<file path="config.mk">
export PLATFORM = sky130hd
export DESIGN_NAME = ghost_chaser_flat
export DESIGN_NICKNAME = d
export VERILOG_FILES = /design/src/rtl/pacman_pkg.sv /design/src/rtl/ghost_chaser_if.sv /design/src/rtl/maze_rom.sv /design/src/rtl/ghost_chaser.sv /design/src/flat_wrapper.sv
export SDC_FILE = /design/constraint.sdc
export NUM_CORES = 1
export LEC_CHECK = 0
export CORE_ASPECT_RATIO = 1.25
export CORE_MARGIN = 5
export CORE_UTILIZATION = 62
export CTS_CLUSTER_DIAMETER = 150
export DETAILED_ROUTE_END_ITERATION = 10
export DONT_BUFFER_PORTS = 1
export GPL_TIMING_DRIVEN = 0
export PLACE_DENSITY = 0.83
export SYNTH_ARGS = -nofsm -noshare
export SYNTH_HDL_FRONTEND = slang
export SYNTH_SLANG_ARGS = --single-unit
</file>
<file path="constraint.sdc">
create_clock -name clk_i -period 8.6 [get_ports clk_i]
set_input_delay 1.72 -clock clk_i [delete_from_list [all_inputs] [get_ports clk_i]]
set_output_delay 1.72 -clock clk_i [all_outputs]
set_load 0.02 [all_outputs]
</file>
<file path="src/rtl/pacman_pkg.sv">
`default_nettype none
// ============================================================================
//  Module   : pacman_pkg
//  Brief    : Shared maze geometry, direction encodings and wall lookup.
//  Revision : 1.0
// ============================================================================
package pacman_pkg;

    localparam int GRID_W  = 10;
    localparam int GRID_H  = 10;
    localparam int COORD_W = 10;

    localparam logic WALL = 1'b1;
    localparam logic PATH = 1'b0;

    typedef enum logic [1:0] {
        DIR_U = 2'b00,
        DIR_D = 2'b01,
        DIR_L = 2'b10,
        DIR_R = 2'b11
    } dir_t;

    // MAZE[y][x]: border ring, rows 2/4/6 cols 2-4, (x6,y4) and (x7,y7)
    localparam logic [GRID_H-1:0][GRID_W-1:0] MAZE = {
        10'h3FF,   // y9
        10'h201,   // y8
        10'h281,   // y7
        10'h21D,   // y6
        10'h201,   // y5
        10'h25D,   // y4
        10'h201,   // y3
        10'h21D,   // y2
        10'h201,   // y1
        10'h3FF    // y0
    };

    // Anything off-grid reads as wall, so neighbour arithmetic never wraps.
    function automatic logic is_wall(input logic [COORD_W-1:0] x,
                                     input logic [COORD_W-1:0] y);
        if ((x >= COORD_W'(GRID_W)) || (y >= COORD_W'(GRID_H)))
            return WALL;
        return MAZE[y[3:0]][x[3:0]];
    endfunction

endpackage
`default_nettype wire

</file>
<file path="src/rtl/ghost_chaser_if.sv">
`default_nettype none
// ============================================================================
//  Module   : ghost_chaser_if
//  Brief    : Pacman position in, ghost position/status out.
//  Revision : 1.0
// ============================================================================
interface ghost_chaser_if;

    logic                             enable_i;
    logic [pacman_pkg::COORD_W-1:0]   pacman_x_i;
    logic [pacman_pkg::COORD_W-1:0]   pacman_y_i;
    logic [pacman_pkg::COORD_W-1:0]   ghost_x;
    logic [pacman_pkg::COORD_W-1:0]   ghost_y;
    logic [1:0]                       ghost_dir;
    logic                             mode_o;
    logic                             step_o;
    logic                             caught_o;

    modport master (
        output enable_i, pacman_x_i, pacman_y_i,
        input  ghost_x, ghost_y, ghost_dir, mode_o, step_o, caught_o
    );

    modport slave (
        input  enable_i, pacman_x_i, pacman_y_i,
        output ghost_x, ghost_y, ghost_dir, mode_o, step_o, caught_o
    );

endinterface
`default_nettype wire

</file>
<file path="src/rtl/maze_rom.sv">
`default_nettype none
// ============================================================================
//  Module   : maze_rom
//  Brief    : Combinational multi-port wall lookup into the shared maze.
//  Revision : 1.0
// ============================================================================
module maze_rom
    import pacman_pkg::*;
#(
    parameter int NUM_PORTS = 4
) (
    input  logic [NUM_PORTS-1:0][COORD_W-1:0] i_x,
    input  logic [NUM_PORTS-1:0][COORD_W-1:0] i_y,
    output logic [NUM_PORTS-1:0]              o_wall
);

    genvar g_i;
    generate
        for (g_i = 0; g_i < NUM_PORTS; g_i++) begin : g_port
            assign o_wall[g_i] = is_wall(i_x[g_i], i_y[g_i]);
        end
    endgenerate

endmodule
`default_nettype wire

</file>
<file path="src/rtl/ghost_chaser.sv">
`default_nettype none
// ============================================================================
//  Module   : ghost_chaser
//  Brief    : One ghost that steps toward pacman (or its scatter corner).
//  Revision : 1.0
// ============================================================================
module ghost_chaser
    import pacman_pkg::*;
#(
    parameter int STEP_TICKS    = 50000,
    parameter int CHASE_STEPS   = 20,
    parameter int SCATTER_STEPS = 7,
    parameter int START_X       = 8,
    parameter int START_Y       = 8,
    parameter int SCAT_X        = 1,
    parameter int SCAT_Y        = 1
) (
    input  logic           clk_i,
    input  logic           reset_n,
    ghost_chaser_if.slave  bus
);

    localparam int TICK_W     = $clog2(STEP_TICKS);
    localparam int STEPS_MAX  = (CHASE_STEPS > SCATTER_STEPS) ? CHASE_STEPS : SCATTER_STEPS;
    localparam int STEP_CNT_W = $clog2(STEPS_MAX + 1);

    localparam logic [1:0] c_IDLE   = 2'd0;
    localparam logic [1:0] c_RUN    = 2'd1;
    localparam logic [1:0] c_CAUGHT = 2'd2;

    localparam logic [TICK_W-1:0] c_TICK_LAST = TICK_W'(STEP_TICKS - 1);

    logic [1:0]             r_state;
    logic [TICK_W-1:0]      r_tick;
    logic [COORD_W-1:0]     r_gx;
    logic [COORD_W-1:0]     r_gy;
    logic [1:0]             r_dir;
    logic                   r_mode;
    logic [STEP_CNT_W-1:0]  r_steps;
    logic                   r_step;
    logic                   r_caught;

    logic [COORD_W-1:0]     w_tx;
    logic [COORD_W-1:0]     w_ty;
    logic signed [10:0]     w_dx;
    logic signed [10:0]     w_dy;
    logic [10:0]            w_adx;
    logic [10:0]            w_ady;
    logic                   w_pri_vert;
    logic [3:0][COORD_W-1:0] w_nx;
    logic [3:0][COORD_W-1:0] w_ny;
    logic [3:0]             w_wall;
    logic [1:0]             w_rev_dir;
    logic [5:0]             w_cand_ok;
    logic [5:0][1:0]        w_cand;
    logic                   w_move;
    logic [1:0]             w_next_dir;
    logic                   w_pac_valid;
    logic                   w_match;
    logic [STEP_CNT_W-1:0]  w_steps_inc;
    logic [STEP_CNT_W-1:0]  w_steps_limit;

    assign w_tx = r_mode ? COORD_W'(SCAT_X) : bus.pacman_x_i;
    assign w_ty = r_mode ? COORD_W'(SCAT_Y) : bus.pacman_y_i;
    assign w_dx = $signed({1'b0, w_tx}) - $signed({1'b0, r_gx});
    assign w_dy = $signed({1'b0, w_ty}) - $signed({1'b0, r_gy});
    assign w_adx = w_dx[10] ? 11'(-w_dx) : 11'(w_dx);
    assign w_ady = w_dy[10] ? 11'(-w_dy) : 11'(w_dy);
    assign w_pri_vert = (w_ady >= w_adx);
    assign w_rev_dir  = {r_dir[1], ~r_dir[0]};

    assign w_pac_valid = (bus.pacman_x_i < COORD_W'(GRID_W)) &&
                         (bus.pacman_y_i < COORD_W'(GRID_H));
    assign w_match     = (r_gx == bus.pacman_x_i) && (r_gy == bus.pacman_y_i);

    assign w_steps_inc   = r_steps + 1'b1;
    assign w_steps_limit = r_mode ? STEP_CNT_W'(SCATTER_STEPS) : STEP_CNT_W'(CHASE_STEPS);

    // Neighbour tiles indexed by direction encoding.
    always_comb begin
        w_nx = '0;
        w_ny = '0;
        w_nx[DIR_U] = r_gx;         w_ny[DIR_U] = r_gy - 1'b1;
        w_nx[DIR_D] = r_gx;         w_ny[DIR_D] = r_gy + 1'b1;
        w_nx[DIR_L] = r_gx - 1'b1;  w_ny[DIR_L] = r_gy;
        w_nx[DIR_R] = r_gx + 1'b1;  w_ny[DIR_R] = r_gy;
    end

    maze_rom #(
        .NUM_PORTS (4)
    ) u_maze_rom (
        .i_x    (w_nx),
        .i_y    (w_ny),
        .o_wall (w_wall)
    );

    // Candidate list in priority order: primary axis, secondary axis, U,L,D,R.
    always_comb begin
        w_cand_ok = 6'b111111;
        w_cand    = '0;
        if (w_pri_vert) begin
            w_cand[0]    = w_dy[10] ? DIR_U : DIR_D;
            w_cand_ok[0] = (w_dy != '0);
            w_cand[1]    = w_dx[10] ? DIR_L : DIR_R;
            w_cand_ok[1] = (w_dx != '0);
        end else begin
            w_cand[0]    = w_dx[10] ? DIR_L : DIR_R;
            w_cand_ok[0] = (w_dx != '0);
            w_cand[1]    = w_dy[10] ? DIR_U : DIR_D;
            w_cand_ok[1] = (w_dy != '0);
        end
        w_cand[2] = DIR_U;
        w_cand[3] = DIR_L;
        w_cand[4] = DIR_D;
        w_cand[5] = DIR_R;
    end

    // Reversing is only a last resort; a fully boxed-in ghost stays put.
    always_comb begin
        w_move     = 1'b0;
        w_next_dir = r_dir;
        for (int i = 0; i < 6; i++) begin
            if (!w_move && w_cand_ok[i] && (w_wall[w_cand[i]] == PATH) &&
                (w_cand[i] != w_rev_dir)) begin
                w_move     = 1'b1;
                w_next_dir = w_cand[i];
            end
        end
        if (!w_move && (w_wall[w_rev_dir] == PATH)) begin
            w_move     = 1'b1;
            w_next_dir = w_rev_dir;
        end
    end

    always_ff @(posedge clk_i) begin
        if (!reset_n) begin
            r_state  <= c_IDLE;
            r_tick   <= '0;
            r_gx     <= COORD_W'(START_X);
            r_gy     <= COORD_W'(START_Y);
            r_dir    <= DIR_L;
            r_mode   <= 1'b0;
            r_steps  <= '0;
            r_step   <= 1'b0;
            r_caught <= 1'b0;
        end else begin
            r_step <= 1'b0;
            case (r_state)
                c_IDLE: begin
                    if (bus.enable_i)
                        r_state <= c_RUN;
                end
                c_RUN: begin
                    if (bus.enable_i) begin
                        if (w_match) begin
                            r_state  <= c_CAUGHT;
                            r_caught <= 1'b1;
                        end else if (r_tick == c_TICK_LAST) begin
                            r_tick <= '0;
                            if (w_pac_valid && w_move) begin
                                r_gx   <= w_nx[w_next_dir];
                                r_gy   <= w_ny[w_next_dir];
                                r_dir  <= w_next_dir;
                                r_step <= 1'b1;
                                if (w_steps_inc == w_steps_limit) begin
                                    r_mode  <= ~r_mode;
                                    r_steps <= '0;
                                end else begin
                                    r_steps <= w_steps_inc;
                                end
                            end
                        end else begin
                            r_tick <= r_tick + 1'b1;
                        end
                    end
                end
                default: begin
                    r_state <= c_CAUGHT;
                end
            endcase
        end
    end

    assign bus.ghost_x   = r_gx;
    assign bus.ghost_y   = r_gy;
    assign bus.ghost_dir = r_dir;
    assign bus.mode_o    = r_mode;
    assign bus.step_o    = r_step;
    assign bus.caught_o  = r_caught;

endmodule
`default_nettype wire

</file>
<file path="src/flat_wrapper.sv">
// flat-port wrapper written by rule: the top's interface ports become plain ports
module ghost_chaser_flat import pacman_pkg::*;
#(
    parameter int STEP_TICKS    = 50000,
    parameter int CHASE_STEPS   = 20,
    parameter int SCATTER_STEPS = 7,
    parameter int START_X       = 8,
    parameter int START_Y       = 8,
    parameter int SCAT_X        = 1,
    parameter int SCAT_Y        = 1
)
  (clk_i, reset_n, bus_enable_i, bus_pacman_x_i, bus_pacman_y_i, bus_ghost_x, bus_ghost_y, bus_ghost_dir, bus_mode_o, bus_step_o, bus_caught_o);
  ghost_chaser_if bus_i ();
  input  logic clk_i;
  input  logic reset_n;
  input wire logic [$bits(bus_i.enable_i)-1:0] bus_enable_i;
  input wire logic [$bits(bus_i.pacman_x_i)-1:0] bus_pacman_x_i;
  input wire logic [$bits(bus_i.pacman_y_i)-1:0] bus_pacman_y_i;
  output wire logic [$bits(bus_i.ghost_x)-1:0] bus_ghost_x;
  output wire logic [$bits(bus_i.ghost_y)-1:0] bus_ghost_y;
  output wire logic [$bits(bus_i.ghost_dir)-1:0] bus_ghost_dir;
  output wire logic [$bits(bus_i.mode_o)-1:0] bus_mode_o;
  output wire logic [$bits(bus_i.step_o)-1:0] bus_step_o;
  output wire logic [$bits(bus_i.caught_o)-1:0] bus_caught_o;
  assign bus_i.enable_i = bus_enable_i;
  assign bus_i.pacman_x_i = bus_pacman_x_i;
  assign bus_i.pacman_y_i = bus_pacman_y_i;
  assign bus_ghost_x = bus_i.ghost_x;
  assign bus_ghost_y = bus_i.ghost_y;
  assign bus_ghost_dir = bus_i.ghost_dir;
  assign bus_mode_o = bus_i.mode_o;
  assign bus_step_o = bus_i.step_o;
  assign bus_caught_o = bus_i.caught_o;
  ghost_chaser #(.STEP_TICKS(STEP_TICKS), .CHASE_STEPS(CHASE_STEPS), .SCATTER_STEPS(SCATTER_STEPS), .START_X(START_X), .START_Y(START_Y), .SCAT_X(SCAT_X), .SCAT_Y(SCAT_Y)) u_core (.clk_i(clk_i), .reset_n(reset_n), .bus(bus_i));
endmodule
</file>
* Word level (Yosys, flattened, before mapping)
Memories as Yosys holds them, arrays and structs flattened. A register that Yosys moved wholly into a read port is not among the register bits.
Cells that the tools add are included.
** Cells by class
- Add/sub/neg operators :: 10
- Multipliers :: 0
- Div/mod/pow operators :: 0
- Order comparisons :: 19
- Eq/ne operators :: 13
- Shifts and indexed selects :: 0
- Multiplexer cells :: 65
- Bitwise gates (word level) :: 14
- Reductions and logical operators :: 37
** Operators by type and width (count)
- 2-to-1 mux 10 bit :: 7
- greater-or-equal comparator 10 x 4 -> 1 bit, second input constant :: 6
- binary-select mux 10 bit (select 2 bit) :: 2
- less-than comparator 4 x 5 -> 1 bit, second input constant :: 6
- 2-to-1 mux 1 bit :: 29
- 2-to-1 mux 11 bit :: 2
- 2-to-1 mux 2 bit :: 11
- negator 11 bit :: 2
- nonzero test 11 bit :: 2
- subtractor 10 x 10 -> 11 bit :: 2
- adder 10 x 1 -> 10 bit, second input constant :: 2
- equality test 10 bit :: 2
- less-than comparator 10 x 4 -> 1 bit, second input constant :: 2
- subtractor 10 x 1 -> 10 bit, second input constant :: 2
- logical AND 1 bit :: 17
- adder 16 x 1 -> 16 bit, second input constant :: 1
- binary-select mux 1 bit (select 4 bit) :: 4
- equality test 16 bit, second input constant :: 1
- 2-to-1 mux 16 bit :: 1
- NOT 1 bit :: 14
- less-than comparator 2 x 3 -> 1 bit, second input constant :: 4
- 2-to-1 mux 4 bit :: 3
- greater-or-equal comparator 11 bit :: 1
- 2-to-1 mux 5 bit :: 2
- 18 further kinds :: 33
** Word-level totals
- Register bits :: 48
- Latch bits :: 0
- Bits in writable memories :: 0
- ROM bits :: 480
- Input bits :: 23
- Output and inout port bits :: 25
- Word-level logic and storage cells :: 170
- Memories :: 3
** Memory list
- (no name shown) :: depth 16, bits a word 10, read ports 1, clocked after memory_dff 1, write ports 0, line pacman_pkg.sv:42 : return MAZE[y[3:0]][x[3:0]];
- (no name shown) :: depth 16, bits a word 10, read ports 1, clocked after memory_dff 0, write ports 0, line pacman_pkg.sv:42
- (no name shown) :: depth 16, bits a word 10, read ports 1, clocked after memory_dff 0, write ports 0, line pacman_pkg.sv:42

* Depth between registers and ports, before layout
- Depth in word-level cells :: 40
- Mapped depth :: 26
- Mapped depth without buffers :: 23

* Cells and area by module
A second synthesis with hierarchy kept.
** Second synthesis, totals
- Cell total of the unflattened synthesis :: 902
- Area, all modules :: 6552.5 µm²
** Modules (own cells, without submodules)
- ghost_chaser :: instances 1, cells an instance 820, area an instance 6022.0 µm², sequential area each 960.9 µm²
- maze_rom :: instances 1, cells an instance 82, area an instance 530.5 µm², sequential area each 0.0 µm²

* Worst setup path after synthesis
Ideal clock, no wire load.
- Kind :: input port to flip-flop
- Start :: input port bus_pacman_y_i[0]
- End :: register (tool-made name)
- Setup time :: 126 ps
- Arrival time :: 6331 ps
- Required time :: 8474 ps
- Slack :: 2142 ps
- Cell stages on the path :: 23
- Path buffers :: 0
- Cells stage by stage :: nor2_1 > ha_1 > inv_1 > fa_1 > a211oi_1 > nor2_1 > xor2_1 > or2_0 > nor3b_1 > nand2b_1 > o31ai_1 > xnor2_1 > ha_1 > a2111oi_0 > o21ai_0 > o22ai_1 > nor4b_1 > a2111o_1 > nand3_2 > nand3_1 > a32o_1 > o22ai_2 > o211ai_2
** RTL lines
- from (decl) :: line flat_wrapper.sv:18 : input wire logic [$bits(bus_i.pacman_y_i)-1:0] bus_pacman_y_i;

==> metrics.txt <==
run status finished, final reports clean; Period minus WS final 7.10 ns; Primary FF master, synth dfxtp_1; highest clock rate 141 MHz; routed length per instance 21.2 um; nets@finish 917; Cell Area, Synth 6310 sq um; EDFF count, synth 0; die height 123 um; Ant. Diodes 0; CTS root buffer clkbuf_16; WP depth 23; critical path required time 8.77 ns; CP peak stage delay just under 0.5 ns; crit-path leading delay family compound AO/OA/AOI/OAI gates; Worst-Margin Slew 0.789 ns; clock sink total 52; Syn Nets 910; Hold Crit Start u_core.r_steps[4]$_SDFFE_PN0N_; Rows between 40 and 50; Post-synth ARST share 0%; DR vias 6692; Hold Path Stages 2; grt total ovfl 0; via/cell ratio 6.86; crit path DAT 7.27 ns; worst setup path start bus_pacman_y_i[0]; Initial Utilization 63.0%; first-pass GRT wire length roughly 33000 um; Syn Area/Cell 7.53 sq um; clk_lat worst skew 0.30 ns; YS warnings 0; post-cts resize count 0; hold slack final 0.467 ns; Post-Synth Adder-Cell Area approximately 10%; Post-Route Skew 0.00693 ns; CTS tree built; post-synthesis compound-gate area fraction a little under a quarter; HPWL Detailed 16500 um; largest family of logic cells by synthesized area simple AND/OR/NAND/NOR gates; mux share of post-synthesis cell area 2.20%; H-tree depth 2; Setup TNS 0 ns; reg2reg path depth 22; crit-path cells nor2_1 > ha_1 > inv_1 > fa_1 > a211oi_1 > nor2_1 > xor2_1 > or2_0 > nor3b_1 > nand2b_1 > o31ai_1 > xnor2_1 > ha_1 > a2111oi_0 > o21ai_0 > o22ai_1 > nor4b_1 > a2111o_1 > nand3_2 > nand3_1 > a32o_1 > o22ai_2 > o211ai_2; # setup viols final 0; post-route DRC violation count 0; Synth-to-Final Area Change 5.08%; Leak about 0.0026 uW; clock slew at reported path FFs 0.07 ns; sequential fraction of the synthesis area 16.5%; pin count of the biggest net entering global routing 20; CTS buffer count 5; Post-Syn Instances 838; crit path kind in -> reg; critical path peak fanout 6; total wire length 20700 um; most common cell after layout, fill and taps aside nor2_1; P per Cell Area 92.4 nW/um^2; slowest stage cell on the critical path nor3b_1; final slew viol count 0; CP Capture Type flop; VDD IR max 123 uV; post-route ant nets 0; Synth Area in Simple Gates just over 30%; buffers added on ports 0; die width 100 um; RSZ-0062 raised after global routing false; CTS Hold Buffers Added 0; io pins 48; Fin. Hold Viols 0; crit share post-route 82.5%; reg2reg start u_core.bus.mode_o$_SDFFE_PN0P_; antenna violations before repair 0; hold crit path type reg -> reg; die area 12300 sq um; core area ~10000 sq um; fraction of layout cells with a size suffix above 1 roughly 7.9%; Clock Tree Buf Depth 2; CP bufs+invs 1; Max-cap violations 0; number of global-route vias before repair 6490; DR pass1 iterations 5; GPL Wtd Cong 1.00; #FFs+latches synth 52; post-synth cell types 98; Synth Area in XOR/XNOR 10.7%; startpoint types input port; Relative slew margins a little under half; Iteration-0 DRC Markers 617; post-CTS setup repair buffer count 0; most frequent cells in the layout nor2_1, nand2_1, dfxtp_1, a21oi_1, ha_1; Tot GR Track Use 33.6%
[metrics by stage]
step	cells	util (%)	total power, uW	setup WS [ns]	cell area, sq um
after floorplan	838	-	369	2.14	6310
after global placement	967	64.7	395	1.48	6470
after detailed placement	967	64.7	401	1.30	6470
after CTS	975	66.2	611	1.62	6630
after global routing	975	66.2	642	1.08	6630
final	975	66.2	612	1.50	6630
[synth_stat cells (all sizes together) (8+ instances only)]
library cell / count / area, sq um
nand3: 42 / 215
ha: 47 / 588
a21oi: 48 / 240
buf: 29 / 198
nor2b: 27 / 169
nor4: 19 / 125
dfxtp: 52 / 1040
nand4: 16 / 106
inv: 38 / 145
nor3: 30 / 155
o31ai: 11 / 92.6
clkbuf: 16 / 60.1
nand2: 56 / 210
and3: 14 / 92.6
o211ai: 8 / 65.1
o21ai: 48 / 248
and2: 18 / 113
xor2: 41 / 359
xnor2: 36 / 315
nor2: 74 / 283
a211oi: 10 / 80.1
[cells by family (layout without fill, tap and decap cells)]
family	count (synthesis)	after routing
and+or+nand+nor	355	355
AOI/OAI and AO/OA	212	212
muxes	10	10
xor gates and xnor gates	77	77
adders and majority gates	49	49
DFF	52	52
buffers and inverters	83	91
[worst min-delay path, cell delays in order, from the launching register on]
cell and delay, ns:
dfxtp_1 0.32, nand2_1 0.05, a21oi_1 0.05
[report_power, final]
| group | switching, uW | leakage (uW) | internal (uW) |
|---|---|---|---|
| clock | 101 | 0.0000772 | 112 |
| sequential | 0.617 | 0.000419 | 241 |
| combinational | 93.8 | 0.00208 | 62.9 |
| total | 196 | 0.00258 | 416 |
[worst paths after layout]
kind	slack, ns	to
min	0.47	u_core.r_steps[4]$_SDFFE_PN0N_
max	1.50	flop
min reg2reg	0.47	u_core.r_steps[4]$_SDFFE_PN0N_
max reg2reg	1.94	flop
[cell type report]
class	count	area, sq um
plain buffers	45	258
clock buffers	5	125
clock inverters	3	33.8
fillers	910	3380
inverters	38	145
multi-input cells	703	4860
flip-flops and latches	52	1040
well taps	129	161
[metal layers]
| metal | global-route usage, % | share of wire [%] |
|---|---|---|
| met1 | 38.0 | 37 |
| met2 | 60.0 | 50 |
| met3 | 3.98 | 6.8 |
| met4 | 19.8 | 6.1 |
| met5 | 0 | 0 |
(Power assumes the default switching activity.)
